[src/rtl/instr_encoder_pkg.sv]
`default_nettype none
// ============================================================================
// Module      : instr_encoder_pkg
// Description : Shared MIPS encoding constants: opcodes, functs, the loader
//               operation enumeration, field positions and word builders.
// Revision    : 1.0 - initial release
// ============================================================================
package instr_encoder_pkg;

    // Default byte address of the first text word
    localparam logic [31:0] c_base_addr_default = 32'h0000_3000;

    // Operation selector presented by the loader front end
    typedef enum logic [3:0] {
        OP_ADDU   = 4'd0,
        OP_SUBU   = 4'd1,
        OP_AND    = 4'd2,
        OP_XOR    = 4'd3,
        OP_SLL    = 4'd4,
        OP_JR     = 4'd5,
        OP_JALR   = 4'd6,
        OP_ORI    = 4'd7,
        OP_ADDI   = 4'd8,
        OP_LUI    = 4'd9,
        OP_LW     = 4'd10,
        OP_SW     = 4'd11,
        OP_BEQ    = 4'd12,
        OP_J      = 4'd13,
        OP_JAL    = 4'd14,
        OP_BLTZAL = 4'd15
    } op_e;

    // Field LSB positions within the 32-bit word
    localparam int c_opcode_lsb = 26;
    localparam int c_rs_lsb     = 21;
    localparam int c_rt_lsb     = 16;
    localparam int c_rd_lsb     = 11;
    localparam int c_shamt_lsb  = 6;

    // Primary opcodes
    localparam logic [5:0] c_opc_rtype  = 6'h00;
    localparam logic [5:0] c_opc_regimm = 6'h01;
    localparam logic [5:0] c_opc_j      = 6'h02;
    localparam logic [5:0] c_opc_jal    = 6'h03;
    localparam logic [5:0] c_opc_beq    = 6'h04;
    localparam logic [5:0] c_opc_addi   = 6'h08;
    localparam logic [5:0] c_opc_ori    = 6'h0D;
    localparam logic [5:0] c_opc_lui    = 6'h0F;
    localparam logic [5:0] c_opc_lw     = 6'h23;
    localparam logic [5:0] c_opc_sw     = 6'h2B;

    // R-type function codes
    localparam logic [5:0] c_fn_sll  = 6'h00;
    localparam logic [5:0] c_fn_jr   = 6'h08;
    localparam logic [5:0] c_fn_jalr = 6'h09;
    localparam logic [5:0] c_fn_addu = 6'h21;
    localparam logic [5:0] c_fn_subu = 6'h23;
    localparam logic [5:0] c_fn_and  = 6'h24;
    localparam logic [5:0] c_fn_xor  = 6'h26;

    // REGIMM rt selector for BLTZAL
    localparam logic [4:0] c_rt_bltzal = 5'h10;

    function automatic logic [31:0] enc_r(input logic [4:0] rs, input logic [4:0] rt,
                                          input logic [4:0] rd, input logic [4:0] shamt,
                                          input logic [5:0] funct);
        return (32'(c_opc_rtype) << c_opcode_lsb) | (32'(rs) << c_rs_lsb) |
               (32'(rt) << c_rt_lsb) | (32'(rd) << c_rd_lsb) |
               (32'(shamt) << c_shamt_lsb) | 32'(funct);
    endfunction

    function automatic logic [31:0] enc_i(input logic [5:0] opcode, input logic [4:0] rs,
                                          input logic [4:0] rt, input logic [15:0] imm);
        return (32'(opcode) << c_opcode_lsb) | (32'(rs) << c_rs_lsb) |
               (32'(rt) << c_rt_lsb) | 32'(imm);
    endfunction

    function automatic logic [31:0] enc_j(input logic [5:0] opcode, input logic [25:0] idx);
        return (32'(opcode) << c_opcode_lsb) | 32'(idx);
    endfunction

endpackage
`default_nettype wire

[src/rtl/instr_encoder_branch_off_calc.sv]
`default_nettype none
// ============================================================================
// Module      : branch_off_calc
// Description : Combinational PC-relative offset, range, alignment and
//               256 MB region checks for branch and jump targets.
// Revision    : 1.0 - initial release
// ============================================================================
module branch_off_calc (
    input  logic [31:0] pc,
    input  logic [31:0] target,
    output logic [15:0] off,
    output logic        range_ok,
    output logic        align_ok,
    output logic        region_ok
);

    logic [31:0] w_pc4;
    logic [31:0] w_diff;
    logic [31:0] w_off32;

    // Word offset relative to the delay-slot PC, checked against signed 16 bits
    always_comb begin
        w_pc4     = pc + 32'd4;
        w_diff    = target - w_pc4;
        w_off32   = $signed(w_diff) >>> 2;
        range_ok  = (w_off32[31:15] == '0) || (w_off32[31:15] == '1);
        off       = w_off32[15:0];
        align_ok  = (target[1:0] == 2'b00);
        region_ok = (target[31:28] == w_pc4[31:28]);
    end

endmodule
`default_nettype wire

[src/rtl/instr_encoder.sv]
`default_nettype none
// ============================================================================
// Module      : instr_encoder
// Description : Sequential MIPS instruction encoder and instruction-memory
//               writer used as the program loader ahead of CPU release.
// Revision    : 1.0 - initial release
// ============================================================================
module instr_encoder
    import instr_encoder_pkg::*;
#(
    parameter logic [31:0] BASE_ADDR   = c_base_addr_default,
    parameter int          DEPTH_WORDS = 1024
) (
    input  logic        clk,
    input  logic        reset,
    input  logic        start,
    input  logic        in_valid,
    output logic        in_ready,
    input  logic [3:0]  in_op,
    input  logic [4:0]  in_rs,
    input  logic [4:0]  in_rt,
    input  logic [4:0]  in_rd,
    input  logic [4:0]  in_shamt,
    input  logic [15:0] in_imm,
    input  logic [31:0] in_target,
    output logic        wr_en,
    input  logic        wr_ready,
    output logic [31:0] wr_addr,
    output logic [31:0] wr_data,
    output logic        full,
    output logic        err
);

    localparam int                c_ptr_w    = $clog2(DEPTH_WORDS + 1);
    localparam logic [c_ptr_w-1:0] c_ptr_last = c_ptr_w'(DEPTH_WORDS);

    localparam logic [1:0] c_st_idle = 2'd0;
    localparam logic [1:0] c_st_run  = 2'd1;
    localparam logic [1:0] c_st_full = 2'd2;

    logic [1:0]         r_state;
    logic [c_ptr_w-1:0] r_ptr;
    logic               r_wr_en;
    logic [31:0]        r_wr_addr;
    logic [31:0]        r_wr_data;
    logic               r_full;
    logic               r_err;

    logic [31:0] w_pc;
    logic        w_at_depth;
    logic        w_accept;
    logic [15:0] w_off;
    logic        w_range_ok;
    logic        w_align_ok;
    logic        w_region_ok;
    logic [31:0] w_word;
    logic        w_ok;

    assign wr_en   = r_wr_en;
    assign wr_addr = r_wr_addr;
    assign wr_data = r_wr_data;
    assign full    = r_full;
    assign err     = r_err;

    // Once the last slot is claimed no further bundle may be taken, even while
    // that final write is still waiting on the IM.
    always_comb begin
        w_pc       = BASE_ADDR + (32'(r_ptr) << 2);
        w_at_depth = (r_ptr == c_ptr_last);
        in_ready   = (r_state == c_st_run) && !w_at_depth && (!r_wr_en || wr_ready);
        w_accept   = in_valid && in_ready;
    end

    branch_off_calc u_branch_off_calc (
        .pc        (w_pc),
        .target    (in_target),
        .off       (w_off),
        .range_ok  (w_range_ok),
        .align_ok  (w_align_ok),
        .region_ok (w_region_ok)
    );

    // Assemble the machine word and decide whether the target is encodable
    always_comb begin
        w_word = '0;
        w_ok   = 1'b1;
        case (op_e'(in_op))
            OP_ADDU:   w_word = enc_r(in_rs, in_rt, in_rd, 5'd0, c_fn_addu);
            OP_SUBU:   w_word = enc_r(in_rs, in_rt, in_rd, 5'd0, c_fn_subu);
            OP_AND:    w_word = enc_r(in_rs, in_rt, in_rd, 5'd0, c_fn_and);
            OP_XOR:    w_word = enc_r(in_rs, in_rt, in_rd, 5'd0, c_fn_xor);
            OP_SLL:    w_word = enc_r(5'd0, in_rt, in_rd, in_shamt, c_fn_sll);
            OP_JR:     w_word = enc_r(in_rs, 5'd0, 5'd0, 5'd0, c_fn_jr);
            OP_JALR:   w_word = enc_r(in_rs, 5'd0, in_rd, 5'd0, c_fn_jalr);
            OP_ORI:    w_word = enc_i(c_opc_ori, in_rs, in_rt, in_imm);
            OP_ADDI:   w_word = enc_i(c_opc_addi, in_rs, in_rt, in_imm);
            OP_LUI:    w_word = enc_i(c_opc_lui, 5'd0, in_rt, in_imm);
            OP_LW:     w_word = enc_i(c_opc_lw, in_rs, in_rt, in_imm);
            OP_SW:     w_word = enc_i(c_opc_sw, in_rs, in_rt, in_imm);
            OP_BEQ: begin
                w_word = enc_i(c_opc_beq, in_rs, in_rt, w_off);
                w_ok   = w_align_ok && w_range_ok;
            end
            OP_BLTZAL: begin
                w_word = enc_i(c_opc_regimm, in_rs, c_rt_bltzal, w_off);
                w_ok   = w_align_ok && w_range_ok;
            end
            OP_J: begin
                w_word = enc_j(c_opc_j, in_target[27:2]);
                w_ok   = w_align_ok && w_region_ok;
            end
            OP_JAL: begin
                w_word = enc_j(c_opc_jal, in_target[27:2]);
                w_ok   = w_align_ok && w_region_ok;
            end
            default: begin
                w_word = '0;
                w_ok   = 1'b1;
            end
        endcase
    end

    // Loader FSM, write pointer and registered IM write port
    always_ff @(posedge clk) begin
        if (!reset) begin
            r_state   <= c_st_idle;
            r_ptr     <= '0;
            r_wr_en   <= 1'b0;
            r_wr_addr <= '0;
            r_wr_data <= '0;
            r_full    <= 1'b0;
            r_err     <= 1'b0;
        end else if (start) begin
            r_state <= c_st_run;
            r_ptr   <= '0;
            r_wr_en <= 1'b0;
            r_full  <= 1'b0;
            r_err   <= 1'b0;
        end else begin
            case (r_state)
                c_st_run: begin
                    if (r_wr_en && wr_ready) begin
                        r_wr_en <= 1'b0;
                        if (w_at_depth) begin
                            r_state <= c_st_full;
                            r_full  <= 1'b1;
                        end
                    end
                    if (w_accept) begin
                        if (w_ok) begin
                            r_wr_en   <= 1'b1;
                            r_wr_addr <= w_pc;
                            r_wr_data <= w_word;
                            r_ptr     <= r_ptr + 1'b1;
                        end else begin
                            r_err <= 1'b1;
                        end
                    end
                end
                c_st_full: r_state <= c_st_full;
                default:   r_state <= c_st_idle;
            endcase
        end
    end

endmodule
`default_nettype wire

[config.mk]
export PLATFORM = sky130hd
export DESIGN_NAME = instr_encoder
export DESIGN_NICKNAME = d
export VERILOG_FILES = /design/src/rtl/instr_encoder_pkg.sv /design/src/rtl/instr_encoder_branch_off_calc.sv /design/src/rtl/instr_encoder.sv
export SDC_FILE = /design/constraint.sdc
export NUM_CORES = 1
export LEC_CHECK = 0
export ABC_AREA = 1
export BUFFER_PORTS_ARGS = -buffer_cell sky130_fd_sc_hd__buf_2
export CORE_MARGIN = 3
export CORE_UTILIZATION = 54
export CTS_BUF_LIST = sky130_fd_sc_hd__clkbuf_4 sky130_fd_sc_hd__clkbuf_8
export DETAILED_ROUTE_END_ITERATION = 10
export MAX_ROUTING_LAYER = met4
export PLACE_DENSITY = 0.84
export SLEW_MARGIN = 0
export SYNTH_ARGS = -nofsm -noshare
export SYNTH_HDL_FRONTEND = slang
export SYNTH_SLANG_ARGS = --single-unit
[constraint.sdc]
create_clock -name clk -period 4.09 [get_ports clk]
set_clock_uncertainty 0.05 [all_clocks]
set_input_delay 1.0225 -clock clk [delete_from_list [all_inputs] [get_ports clk]]
set_output_delay 1.0225 -clock clk [all_outputs]
set_load 0.02 [all_outputs]
### Word-level counts from Yosys, hierarchy flattened

Index checks and enable logic that the tools add are counted.

* memories kept: 0
* bits in writable memories: 0
* register bits after elaboration: 80
* ROM bits: 0
* latch bits: 0

* multiply operators: 0
* muxes and demuxes: 9
* bitwise gates (word level): 20
* $lt $le $gt $ge: 0
* add/sub/neg operators: 4
* div/mod/pow operators: 0
* shifts and indexed selects: 0
* eq/ne operators: 24
* reductions and logical operators: 22

Operators by type and width (count)
* case mux 32 bit (16 select lines): 1
* OR 30 x 16 -> 30 bit: 3
* OR 32 x 16 -> 32 bit: 2
* OR 32 x 21 -> 32 bit: 2
* OR 30 x 21 -> 30 bit: 2
* OR 26 x 16 -> 26 bit: 2
* equality test 4 bit (second input constant): 9
* subtractor 32 bit: 1
* OR 29 x 16 -> 29 bit: 1
* OR 29 x 21 -> 29 bit: 1
* OR 27 x 16 -> 27 bit: 1
* OR 26 x 21 -> 26 bit: 1
* OR 21 x 11 -> 21 bit: 1
* OR 21 x 16 -> 21 bit: 1
* equality test 17 bit (second input constant): 1
* logical NOT 17 bit: 1
* adder 15 x 3 -> 16 bit (second input constant): 1
* equality test 4 x 3 -> 1 bit (second input constant): 4
* adder 14 x 13 -> 15 bit (first input constant): 1
* adder 11 x 1 -> 11 bit (second input constant): 1
* equality test 11 bit (second input constant): 1
* AND reduction 3 bit: 3
* equality test 4 x 2 -> 1 bit (second input constant): 2
* logical AND 1 bit: 6
* 19 further kinds: 30

### Logic depth before layout (Yosys ltp)

* word-level depth: 9
* mapped depth: 31
* depth with buffers taken out: 30

### Hierarchy

A second synthesis with hierarchy kept.

* cell total of the unflattened synthesis: 1289
* area total of the unflattened synthesis: 7028.0 um^2

By module, submodules not included
* branch_off_calc: area an instance 3528.4 um^2, times used 1, cells each 719
* instr_encoder: area an instance 3499.6 um^2, times used 1, cells each 570

### Worst setup path before layout

OpenSTA, ideal clock, no wires.

* path kind: input port to flip-flop
* start: in in_target[2]
* end: reg r_wr_data[10] (netlist: wr_data[10])
* slack: 0.586 ns
* setup time: 0.120 ns
* cell stages on the path: 27
* buffers on the path: 1
* arrival: 3.334 ns
* path through: inv_1 ha_1 inv_1 fa_1 nand3_1 nor2_1 nor2_1 nor2_1 nand3_2 nand2_4 nand2_2 nand2_2 nand2_2 nand2_1 nand2_1 nand2_1 nor2_1 nand2_1 nor2_1 nand2_1 nand3_2 nand2_4 nand2_8 nand2_4 buf_4 nand2_1 a21oi_1

* word-level cells in the longest chain between the ends: 6

RTL lines
* from (decl): line instr_encoder.sv:25 `input logic [31:0] in_target,`
* subtractor 32 bit (*): line instr_encoder_branch_off_calc.sv:24 `w_diff = target - w_pc4;`
* equality test 17 bit / logical NOT 17 bit (equally long branches): line instr_encoder_branch_off_calc.sv:26 `range_ok = (w_off32[31:15] == '0) || (w_off32[31:15] == '1);`
* logical OR 1 bit: line instr_encoder_branch_off_calc.sv:26
* logical AND 1 bit: line instr_encoder.sv:102, instr_encoder.sv:106
* case mux 1 bit (2 select lines): line instr_encoder.sv:87 `case (op_e'(in_op))`
* AND reduction 4 bit (no source line)
* to (signal assigned): line instr_encoder.sv:153 `r_wr_data <= w_word;`
* to (decl): line instr_encoder.sv:45 `logic [31:0] r_wr_data;`

Mark *: on every way between the ends. The rest lies on a longest branch, timed or not.
A chain may end at the register's enable or synchronous reset.

### Worst setup path in the final report

* start: reg r_ptr[0]
* end: reg r_wr_data[29] (netlist: wr_data[29])

* word-level cells in the longest chain between the ends: 8

RTL lines
* from (decl): line instr_encoder.sv:42 `logic [c_ptr_w-1:0] r_ptr;`
* from (signal assigned): line instr_encoder.sv:154 `r_ptr <= r_ptr + 1'b1;`
* adder 14 x 13 -> 15 bit: line instr_encoder.sv:68 `w_pc = BASE_ADDR + (32'(r_ptr) << 2);`
* adder 15 x 3 -> 16 bit: line instr_encoder_branch_off_calc.sv:23 `w_pc4 = pc + 32'd4;`
* subtractor 32 bit: line instr_encoder_branch_off_calc.sv:24
* equality test 17 bit / logical NOT 17 bit (equally long branches): line instr_encoder_branch_off_calc.sv:26
* logical OR 1 bit: line instr_encoder_branch_off_calc.sv:26
* logical AND 1 bit: line instr_encoder.sv:102, instr_encoder.sv:106
* case mux 1 bit (2 select lines): line instr_encoder.sv:87
* AND reduction 4 bit (no source line) (*)

Marked as above.

==> results.md <==
* Outcome: completed
* Critical Setup Path Class: flip-flop to flip-flop
* Max-slew violation count at 0
* Period utilization at 90.58%
* Vias/cell at 5.482
* RR Endpoint: wr_data[29]$_SDFFE_PN0P_
* Initial core utilization at 56.24%
* DRT antenna net count at 0
* Clock Pin Slew Worst Setup and Hold Paths at 0.07 ns
* Endpoints failing setup at 0
* CORE AREA at 0.008848 mm²
* Pre-antenna DRT Iters at 6
* Commonest non-fill, non-tap cell in the layout: nand2_1
* CP Launch Point: r_ptr[0]$_SDFFE_PP0P_
* Fillcell total at 868
* IR drop worst, VDD at 0.0002236 V
* Clk sink count at 59
* Internal power at 961.3 µW
* Multiplexer share of the synthesized area at 0%
* TNS Setup at 0 ns
* Number of max-cap violations at 0
* Total power at 1451 µW
* Max-Slew Margin vs Limit at 45.54%
* Main combinational cell family by area after synthesis: simple AND/OR/NAND/NOR gates
* Switching power at 489.6 µW
* Final Critical Period at 3.705 ns
* Cell count after synthesis at 817
* Die Wd at 102.0 µm
* HP Class: flip-flop to flip-flop
* FF+latch count, synth at 59
* Post-CTS sizing at 0
* Max FO, Critical Path at 30
* Top cell type by total area after synthesis: dfxtp_1
* Hpwl dp at 11,900 µm
* P per Cell Area at 248.2 mW/mm²
* Initial antenna violation count at 0
* Clock power frac at 34.6%
* Leakage power at 0.002797 µW
* Area grow syn2layout at 17.48%
* Max Clock Freq at 269.9 MHz
* Vias in the first global route at 5,045
* Synth top area cells: dfxtp_1 (24%), nand2_1 (14%), nand3_1 (8.6%)
* Switching share of power at 33.75%
* CTS buffer count at 9
* WL per Instance at 14.70 µm
* Adder-cell share of the synthesized area at 4.174%
* Final Non-Filler Cells at 1,051
* Synth Area in Simple Gates at 39.10%
* Crit path DAT at 3.90 ns
* Total Die Area at 0.01040 mm²
* Clock Latency Late Sink at 0.35 ns
* Xor/xnor cell area share of the yosys netlist at 2.263%
* Post-synthesis area per instance at 6.091 µm²
* # IOs at 145
* Share of cells above drive strength 1 at 20.68%
* Root Buffer: clkbuf_8
* Critical R2R Launch: r_ptr[0]$_SDFFE_PP0P_
* Yosys warns at 0
* R2R Setup Slk at 0.39 ns
* Sequential cell area fraction in the yosys report at 23.74%
* Most frequent cells in the layout: nand2_1 (190), buf_2 (124), inv_1 (103), nor2_1 (94), nand3_1 (86)
* Clk buf depth at 2
* Largest net degree at the start of global routing at 33
* GRT Total Usage at 29.72%
* Met2 Wirelength at 6967 µm
* I/O Buffers at 124
* Post-Place Cells at 1,035
* Via Count at 5,762
* Combinational fraction of design power at 24.8%
* Critical Path Start Type: flip-flop
* Worst Setup End Kind: flip-flop
* Top cell type's share of synthesized area at 23.74%
* Required @ worst endpoint at 4.28 ns
* CTS Hold Bufs at 0
* Iter 0 DRT Violations at 438
* Diode count at 0
* Grt ovf at 0
* Count of different cell masters after synthesis at 45
* Routed wl met3 at 1520 µm
* Setup Buffers After CTS at 0
* GP Congestion at 1.051
* End of the critical path: wr_data[29]$_SDFFE_PN0P_
* DIE HEIGHT at 102.0 µm
* DRC Markers at 0
* Slew @ Worst Pin at 0.8150 ns
* Fin. Hold Viols at 0
* First-pass GRT wire length at 23,730 µm
* Compound-Gate Fraction of Synth Area at 15.84%
* TritonCTS clock tree: done
* Sequential power share at 40.7%
* Top Layer Used: met4
* Post-Route WL at 15,450 µm
* Final net count at 1,031
* Mapped Area at 0.004976 mm²
* Metal-1 WL at 6586 µm
* H-tree lvl count at 3
* FF-to-FF path depth at 27
* FP Rows at 34
-- power groups by stage --
stage	logic, µW	clock network, µW	registers [µW]
final	359	501	590
after CTS	348	502	590
after detailed placement	346	0	603
after floorplan	237	0	611
after global routing	397	529	591
after global placement	344	0	603
-- synthesized netlist by cell type (all sizes together) --
| master | count |
|---|---|
| xnor2 | 4 |
| o311ai | 1 |
| nor4b | 1 |
| o211ai | 2 |
| nand4 | 12 |
| xor2 | 8 |
| clkbuf | 14 |
| nor2 | 99 |
| a221oi | 2 |
| o221ai | 1 |
| o2111ai | 2 |
| o32ai | 1 |
| nor4 | 4 |
| a22o | 1 |
| o21ai | 24 |
| clkinv | 2 |
| nor3 | 12 |
| conb | 1 |
| o211a | 1 |
| o22ai | 7 |
| ha | 15 |
| nand3 | 95 |
| a22oi | 8 |
| buf | 34 |
| a211oi | 2 |
| o21a | 1 |
| fa | 1 |
| inv | 106 |
| nand2 | 208 |
| dfxtp | 59 |
| nand3b | 2 |
| a41oi | 3 |
| a21oi | 84 |
-- worst max-delay path, cell delays in order, from the launching register on --
cell and delay, ns:
dfxtp_1 0.34, ha_1 0.23, nand2_1 0.07, nor2_1 0.14, nand4_1 0.13, nand2_1 0.09, inv_1 0.09, nor2_2 0.15
ha_1 0.29, a21oi_1 0.19, inv_1 0.09, a21oi_1 0.22, nand2_1 0.12, nor2_1 0.14, nand2_1 0.07, nand2_1 0.05
nand2_1 0.06, nor2_1 0.11, nand2_1 0.06, nor2_1 0.11, nand2_1 0.08, nand3_2 0.09, nand2_4 0.08, nand2_8 0.11
buf_12 0.18, nand3_1 0.08, nand2_1 0.11, nor2_1 0.04
-- worst min-delay path by stage --
stage	slack [ns]	depth (start not counted)	endpoint	start
6_report	0.41	2	full$_SDFFE_PP0P_	full$_SDFFE_PP0P_
5_1_grt	0.42	2	wr_data[16]$_SDFFE_PN0P_	wr_data[16]$_SDFFE_PN0P_
4_1_cts	0.41	2	full$_SDFFE_PP0P_	full$_SDFFE_PP0P_
3_5_place_dp	0.40	2	full$_SDFFE_PP0P_	full$_SDFFE_PP0P_
3_3_place_gp	0.39	2	full$_SDFFE_PP0P_	full$_SDFFE_PP0P_
2_1_floorplan	0.38	2	r_state[1]$_SDFFE_PP0P_	r_state[1]$_SDFFE_PP0P_
-- stage by stage --
step	utilization [%]	setup WS, ns	hold slack (ns)	area [µm²]
floorplan	-	0.5862	0.3828	5047
global placement	63.48	0.1597	0.3927	5617
detailed placement	63.48	0.09557	0.3973	5617
CTS	65.55	0.2386	0.4107	5801
global route	66.06	-0.009555	0.4218	5846
finish	66.06	0.3852	0.4084	5846
-- logic make-up after synthesis --
| family | Yosys count |
|---|---|
| simple gates | 433 |
| buf+inv | 156 |
| fa+ha+maj | 16 |
| xor+xnor | 12 |
| other cells | 1 |
| flops | 59 |
| compound gates | 140 |
-- area by class of cell --
class	instances	area, µm²	share of cell area, %
multi-input cells	621	3182	54.43
flip-flops and latches	59	1181	20.21
repair buffers	139	758.2	12.97
inverters	108	405.4	6.935
clock buffers	12	158.9	2.718
well taps	108	135.1	2.312
clock inverters	4	25.02	0.4281
-- layer usage --
metal / vias to the layer above / global-route usage, %
met5: - / -
li1: 2875 / -
met3: 42 / 6.416
met2: 289 / 46.93
met1: 2556 / 38.39
met4: 0 / 8.476
-- registers in the layout (all words and copies together), names as in the netlist --
register  cells
wr_data      31
wr_en         1
r_ptr        11
err           1
r_state       2
full          1
wr_addr      12
Note: power is estimated with default switching activity, not from simulation.
